**src/rtl/apu_mixer.sv**
```systemverilog
// rtl/apu_mixer.sv - per-frame multi-channel volume mixer with left/right routing and output saturation
//
// Purpose:
//   On each sample_tick, polls every channel in turn through a req/valid handshake.
//   Each channel sample is multiplied by its volume and added to the left bus, the
//   right bus, or both. Each bus sum is then scaled down by the volume width,
//   saturated to SAMPLE_W bits, and presented with a one-cycle out_valid strobe.
//
// Ports:
//   clk, rst                          clock, asynchronous active-low reset
//   sample_tick                       frame start pulse
//   ch_req, ch_sel                    channel poll request and index
//   ch_valid, ch_sample, ch_volume,
//   ch_playing, ch_mono, ch_left      selected channel response
//   out_left, out_right, out_valid    mixed output samples and update strobe
//   busy                              frame in progress
//   overrun, overrun_clr              sticky dropped-tick flag and its clear
module apu_mixer #(
    parameter int CHANNELS = 8,
    parameter int SAMPLE_W = 16,
    parameter int VOL_W    = 8,
    localparam int SEL_W   = (CHANNELS > 1) ? $clog2(CHANNELS) : 1
) (
    input  logic                clk,
    input  logic                rst,
    input  logic                sample_tick,
    output logic                ch_req,
    output logic [SEL_W-1:0]    ch_sel,
    input  logic                ch_valid,
    input  logic [SAMPLE_W-1:0] ch_sample,
    input  logic [VOL_W-1:0]    ch_volume,
    input  logic                ch_playing,
    input  logic                ch_mono,
    input  logic                ch_left,
    output logic [SAMPLE_W-1:0] out_left,
    output logic [SAMPLE_W-1:0] out_right,
    output logic                out_valid,
    output logic                busy,
    output logic                overrun,
    input  logic                overrun_clr
);

    // Product width, plus headroom for summing CHANNELS products without overflow.
    localparam int P_W   = SAMPLE_W + VOL_W + 1;
    localparam int ACC_W = P_W + ((CHANNELS > 1) ? $clog2(CHANNELS) : 0);

    localparam logic signed [ACC_W-1:0] SAT_MAX =
        {{(ACC_W - SAMPLE_W + 1){1'b0}}, {(SAMPLE_W - 1){1'b1}}};
    localparam logic signed [ACC_W-1:0] SAT_MIN = ~SAT_MAX;

    typedef enum logic [1:0] {IDLE, REQ, MAC, OUT} state_t;

    state_t                    state;
    logic [SAMPLE_W-1:0]       sample_r;
    logic [VOL_W-1:0]          volume_r;
    logic                      playing_r;
    logic                      mono_r;
    logic                      left_r;
    logic signed [ACC_W-1:0]   acc_l;
    logic signed [ACC_W-1:0]   acc_r;
    logic signed [ACC_W-1:0]   prod;
    logic [SAMPLE_W-1:0]       sat_l;
    logic [SAMPLE_W-1:0]       sat_r;

    // Floor-divide by 2^VOL_W, then clamp to the signed output range.
    function automatic logic [SAMPLE_W-1:0] scale_sat(input logic signed [ACC_W-1:0] a);
        logic signed [ACC_W-1:0] s;
        s = a >>> VOL_W;
        if (s > SAT_MAX)
            return SAT_MAX[SAMPLE_W-1:0];
        else if (s < SAT_MIN)
            return SAT_MIN[SAMPLE_W-1:0];
        else
            return s[SAMPLE_W-1:0];
    endfunction

    // Signed sample times zero-extended volume; exact because P_W <= ACC_W.
    always_comb begin
        prod = $signed({{(ACC_W - SAMPLE_W){sample_r[SAMPLE_W-1]}}, sample_r})
             * $signed({{(ACC_W - VOL_W){1'b0}}, volume_r});
        if (!playing_r)
            prod = '0;
        sat_l = scale_sat(acc_l);
        sat_r = scale_sat(acc_r);
    end

    assign busy = (state != IDLE);

    always_ff @(posedge clk or negedge rst) begin
        if (!rst) begin
            state     <= IDLE;
            ch_req    <= 1'b0;
            ch_sel    <= '0;
            sample_r  <= '0;
            volume_r  <= '0;
            playing_r <= 1'b0;
            mono_r    <= 1'b0;
            left_r    <= 1'b0;
            acc_l     <= '0;
            acc_r     <= '0;
            out_left  <= '0;
            out_right <= '0;
            out_valid <= 1'b0;
            overrun   <= 1'b0;
        end else begin
            out_valid <= 1'b0;

            // A tick during a frame is dropped; setting takes priority over clearing.
            if (sample_tick && state != IDLE)
                overrun <= 1'b1;
            else if (overrun_clr)
                overrun <= 1'b0;

            case (state)
                IDLE: begin
                    if (sample_tick) begin
                        acc_l  <= '0;
                        acc_r  <= '0;
                        ch_sel <= '0;
                        ch_req <= 1'b1;
                        state  <= REQ;
                    end
                end
                REQ: begin
                    if (ch_valid) begin
                        sample_r  <= ch_sample;
                        volume_r  <= ch_volume;
                        playing_r <= ch_playing;
                        mono_r    <= ch_mono;
                        left_r    <= ch_left;
                        ch_req    <= 1'b0;
                        state     <= MAC;
                    end
                end
                MAC: begin
                    if (mono_r || left_r)
                        acc_l <= acc_l + prod;
                    if (mono_r || !left_r)
                        acc_r <= acc_r + prod;
                    if (ch_sel == SEL_W'(CHANNELS - 1)) begin
                        state <= OUT;
                    end else begin
                        ch_sel <= ch_sel + SEL_W'(1);
                        ch_req <= 1'b1;
                        state  <= REQ;
                    end
                end
                OUT: begin
                    out_left  <= sat_l;
                    out_right <= sat_r;
                    out_valid <= 1'b1;
                    state     <= IDLE;
                end
                default: state <= IDLE;
            endcase
        end
    end

endmodule

```
**config.mk**
```make
export PLATFORM = sky130hd
export DESIGN_NAME = apu_mixer
export DESIGN_NICKNAME = d
export VERILOG_FILES = /design/src/rtl/apu_mixer.sv
export SDC_FILE = /design/constraint.sdc
export NUM_CORES = 1
export LEC_CHECK = 0
export ABC_AREA = 1
export CAP_MARGIN = 20
export CORE_ASPECT_RATIO = 2
export CORE_MARGIN = 2
export CORE_UTILIZATION = 59
export DETAILED_ROUTE_END_ITERATION = 12
export GPL_TIMING_DRIVEN = 0
export PLACE_DENSITY = 0.79
export SLEW_MARGIN = 20
export SYNTH_ARGS = -nofsm -noshare
export SYNTH_HDL_FRONTEND = slang
export SYNTH_SLANG_ARGS = --single-unit
```
**constraint.sdc**
```tcl
create_clock -name clk -period 15.1 [get_ports clk]
set_input_delay 3.775 -clock clk [delete_from_list [all_inputs] [get_ports clk]]
set_output_delay 3.775 -clock clk [all_outputs]
set_load 0.01 [all_outputs]
```
==> flow_summary.ini <==
[outcome]
status = complete, no violations

[logic_synthesis]
synth_compound_area_frac = 0.112
synthFlopType = dfrtp_1
ys_ff_latch = 123
yosysSeqAreaShare = 0.244
synthesis.nets = 1924
synthXorXnorAreaFrac = 0.0167
synth_top_family_by_area = adder cells
yosys.area_share.adder = 0.266
yosys.area_share.simple = 0.221
syn_inst = 1686
async_flop_share = 1.00
netlist_area_mm2 = 0.0126
synth_edf_count = 0
synth.distinct_cells = 45
synth_warnings = 0
syn_avg_cell_area_um2 = 7.48
yosys-mux-area-fraction = 0.0223

[timing]
fin_crit_sh = 0.515
fmax_ghz = 0.128
slew_headroom = 0.425
worstMarginPinSlew_ns = 0.856
maxSlewViolCount = 0
rsz0062_at_grt = no
hold_viol_final = 0
whs_ns = 0.488
setup_viol = 0
fin_crit_ns = 7.78
fin_tns_setup_ns = 0
clock_skew_ns = 0.00995

[floorplan]
die_h_um = 211
dieArea_mm2 = 0.0226
die_x_um = 107
core_mm2 = 0.0210
rows = 75
ios = 71
initial_utilization = 0.600

[placed_design]
io_buffer_count = 70
dp_hpwl_mm = 29.1
dp.cells = 2026
place_area_mm2 = 0.0137
gp_congestion = 0.962

[cells_and_area]
diodes = 0
final_area_mm2 = 0.0143
instances_no_fill = 2057
fillers = 1844
synthToLayoutAreaGrowth_pct = 13.3
drive_gt1_frac = 0.0643
nets = 2014

[cts]
cts_resized = 0
htree_levels = 4
clockBufferDepth = 2
cts.sinks = 123
cts_tree = done
cts_made_buffers = 17
cts_setup_buffers = 0
clk_latency_ns = 0.45
clkSlewWorstSetupHoldPaths_ns = 0.06
hold_buffers = 0
root_buffer = clkbuf_16

[routing]
wl_per_cell_um = 17.5
drt_iter0_drc = 639
vias = 11300
route.detailed.drc = 0
dr.pass1.iters = 5
routed_via_density = 5.50
antenna_left = 0
totalWireLength_mm = 36.0

[setup_path]
crit_type = flop to flop
startpoint_type = flop
worstPathRequired_ns = 15.44
critPathMaxStageDelay_ns = 0.60
critPathMostFrequentCell = nand2_1
r2r_start = volume_r[5]
crit_fanout = 10
worstSetupEndpointType = flop
crit_start = volume_r[5]
arrival_ns = 8.12
cpMaxStageDelayCell = a21oi_1

[worst_hold_path]
hp-class = flop to flop
holdCritStartpoint = out_right[6]

[global_routing]
grt_pass1_wl_mm = 58.1
antenna_found_initial = 0
first_global_vias = 12200
grt_max_degree = 66
grt_overflow = 0
grt.total_usage = 0.337

[flow_run]
cap_violations = 0
## placed cells by master, fill, tap and decap left out, types with 6 or more instances in the layout
cell             instances
nand2_1                430
inv_1                  330
dfrtp_1                123
nor2_1                 114
fa_1                   104
ha_1                   102
o21ai_0                 99
a21oi_1                 89
clkdlybuf4s50_1         69
clkbuf_1                46
nand3_1                 46
mux2_2                  25
nand2_2                 18
clkbuf_16               17
nor3_1                  15
xor2_1                  14
o31ai_1                 14
xnor2_1                 10
nand3_2                  9
nand4_1                  9
or2_2                    8
buf_2                    8
o21ai_1                  6
a31oi_1                  6
a32o_1                   6
## final timing paths
check | endpoint | slack (ns) | depth (start not counted)
worst max-delay path | acc_r[25] | 7.32 | 33
worst min-delay path | out_right[6] | 0.49 | 2
min in group asynchronous | out_right[3] | 3.28 | 1
worst min register to register | out_right[6] | 0.49 | 2
worst max register to register | acc_r[25] | 7.32 | 33
max in group asynchronous | out_left[3] | 11.10 | 2
## through the flow
| step | worst slack, ns | util |
|---|---|---|
| after floorplan | 9.23 | - |
| after global placement | 5.11 | 0.649 |
| after detailed placement | 7.54 | 0.651 |
| after CTS | 7.52 | 0.680 |
| after global routing | 7.02 | 0.680 |
| final | 7.32 | 0.680 |
## cells by family (layout without fill, tap and decap cells)
kind of cell / count (synthesis) / in the layout
adders and majority gates: 206 / 206
AOI/OAI and AO/OA: 251 / 251
muxes: 25 / 25
and+or+nand+nor: 667 / 667
xor gates and xnor gates: 24 / 24
buffers and inverters: 390 / 492
DFF: 123 / 123
## Yosys cell counts (3+ instances only)
cell / number / area, µm²
a22o_1: 4 / 35.0
o21ai_0: 99 / 495
a32o_1: 6 / 60.1
nor2_1: 114 / 428
nand3_1: 46 / 230
ha_1: 102 / 1280
o21a_1: 4 / 30.0
nand2_1: 430 / 1610
nor3_1: 15 / 75.1
nand2_2: 18 / 113
xnor2_1: 10 / 87.6
a21oi_1: 89 / 445
nand3_2: 9 / 90.1
clkbuf_1: 46 / 173
fa_1: 104 / 2080
o21ai_1: 6 / 30.0
mux2_2: 25 / 282
a21o_1: 3 / 22.5
nand3b_1: 5 / 37.5
nor2_2: 4 / 25.0
inv_1: 330 / 1240
dfrtp_1: 123 / 3080
o22ai_1: 5 / 31.3
xor2_1: 14 / 123
nand4_1: 9 / 56.3
buf_2: 8 / 40.0
a31oi_1: 6 / 37.5
inv_2: 3 / 11.3
nor4_1: 4 / 25.0
o21bai_1: 3 / 22.5
or2_2: 8 / 50.1
o31ai_1: 14 / 105
## layout make-up
cell class,count,area (µm²),share of cell area
plain buffers,56,224,0.0157
repair buffers,71,733,0.0513
inverters,334,1250,0.0877
multi-input cells,1173,8060,0.564
clock inverters,11,144,0.0101
flip-flops and latches,123,3080,0.215
clock buffers,20,467,0.0327
well taps,269,337,0.0236
## registers in the layout, indices dropped and copies added (netlist names)
signal / cells
acc_l: 28
acc_r: 28
out_left: 16
out_right: 16
sample_r: 16
volume_r: 8
ch_sel: 3
state: 2
ch_req: 1
left_r: 1
mono_r: 1
out_valid: 1
overrun: 1
playing_r: 1
## per-layer routing
layer  vias to the layer above  track usage  wire length, µm
met4                         0        0.280             3350
met1                      5386        0.305            11900
met2                       327        0.637            19700
li1                       5439            -                -
met3                       166       0.0466             1140
met5                         -            0                0
## worst max-delay path: cells and delay by family (launching register included)
kind,cells,cell delay [ns]
AO/OA/AOI/OAI,3,0.83
buffers and inverters,7,1.43
adder cells (fa/ha/maj),6,2.78
flip-flops,1,0.32
AND/OR/NAND/NOR,17,2.34
Power is not shown: default switching activity piles up to over one toggle a cycle in this logic, so the estimate is an artifact.
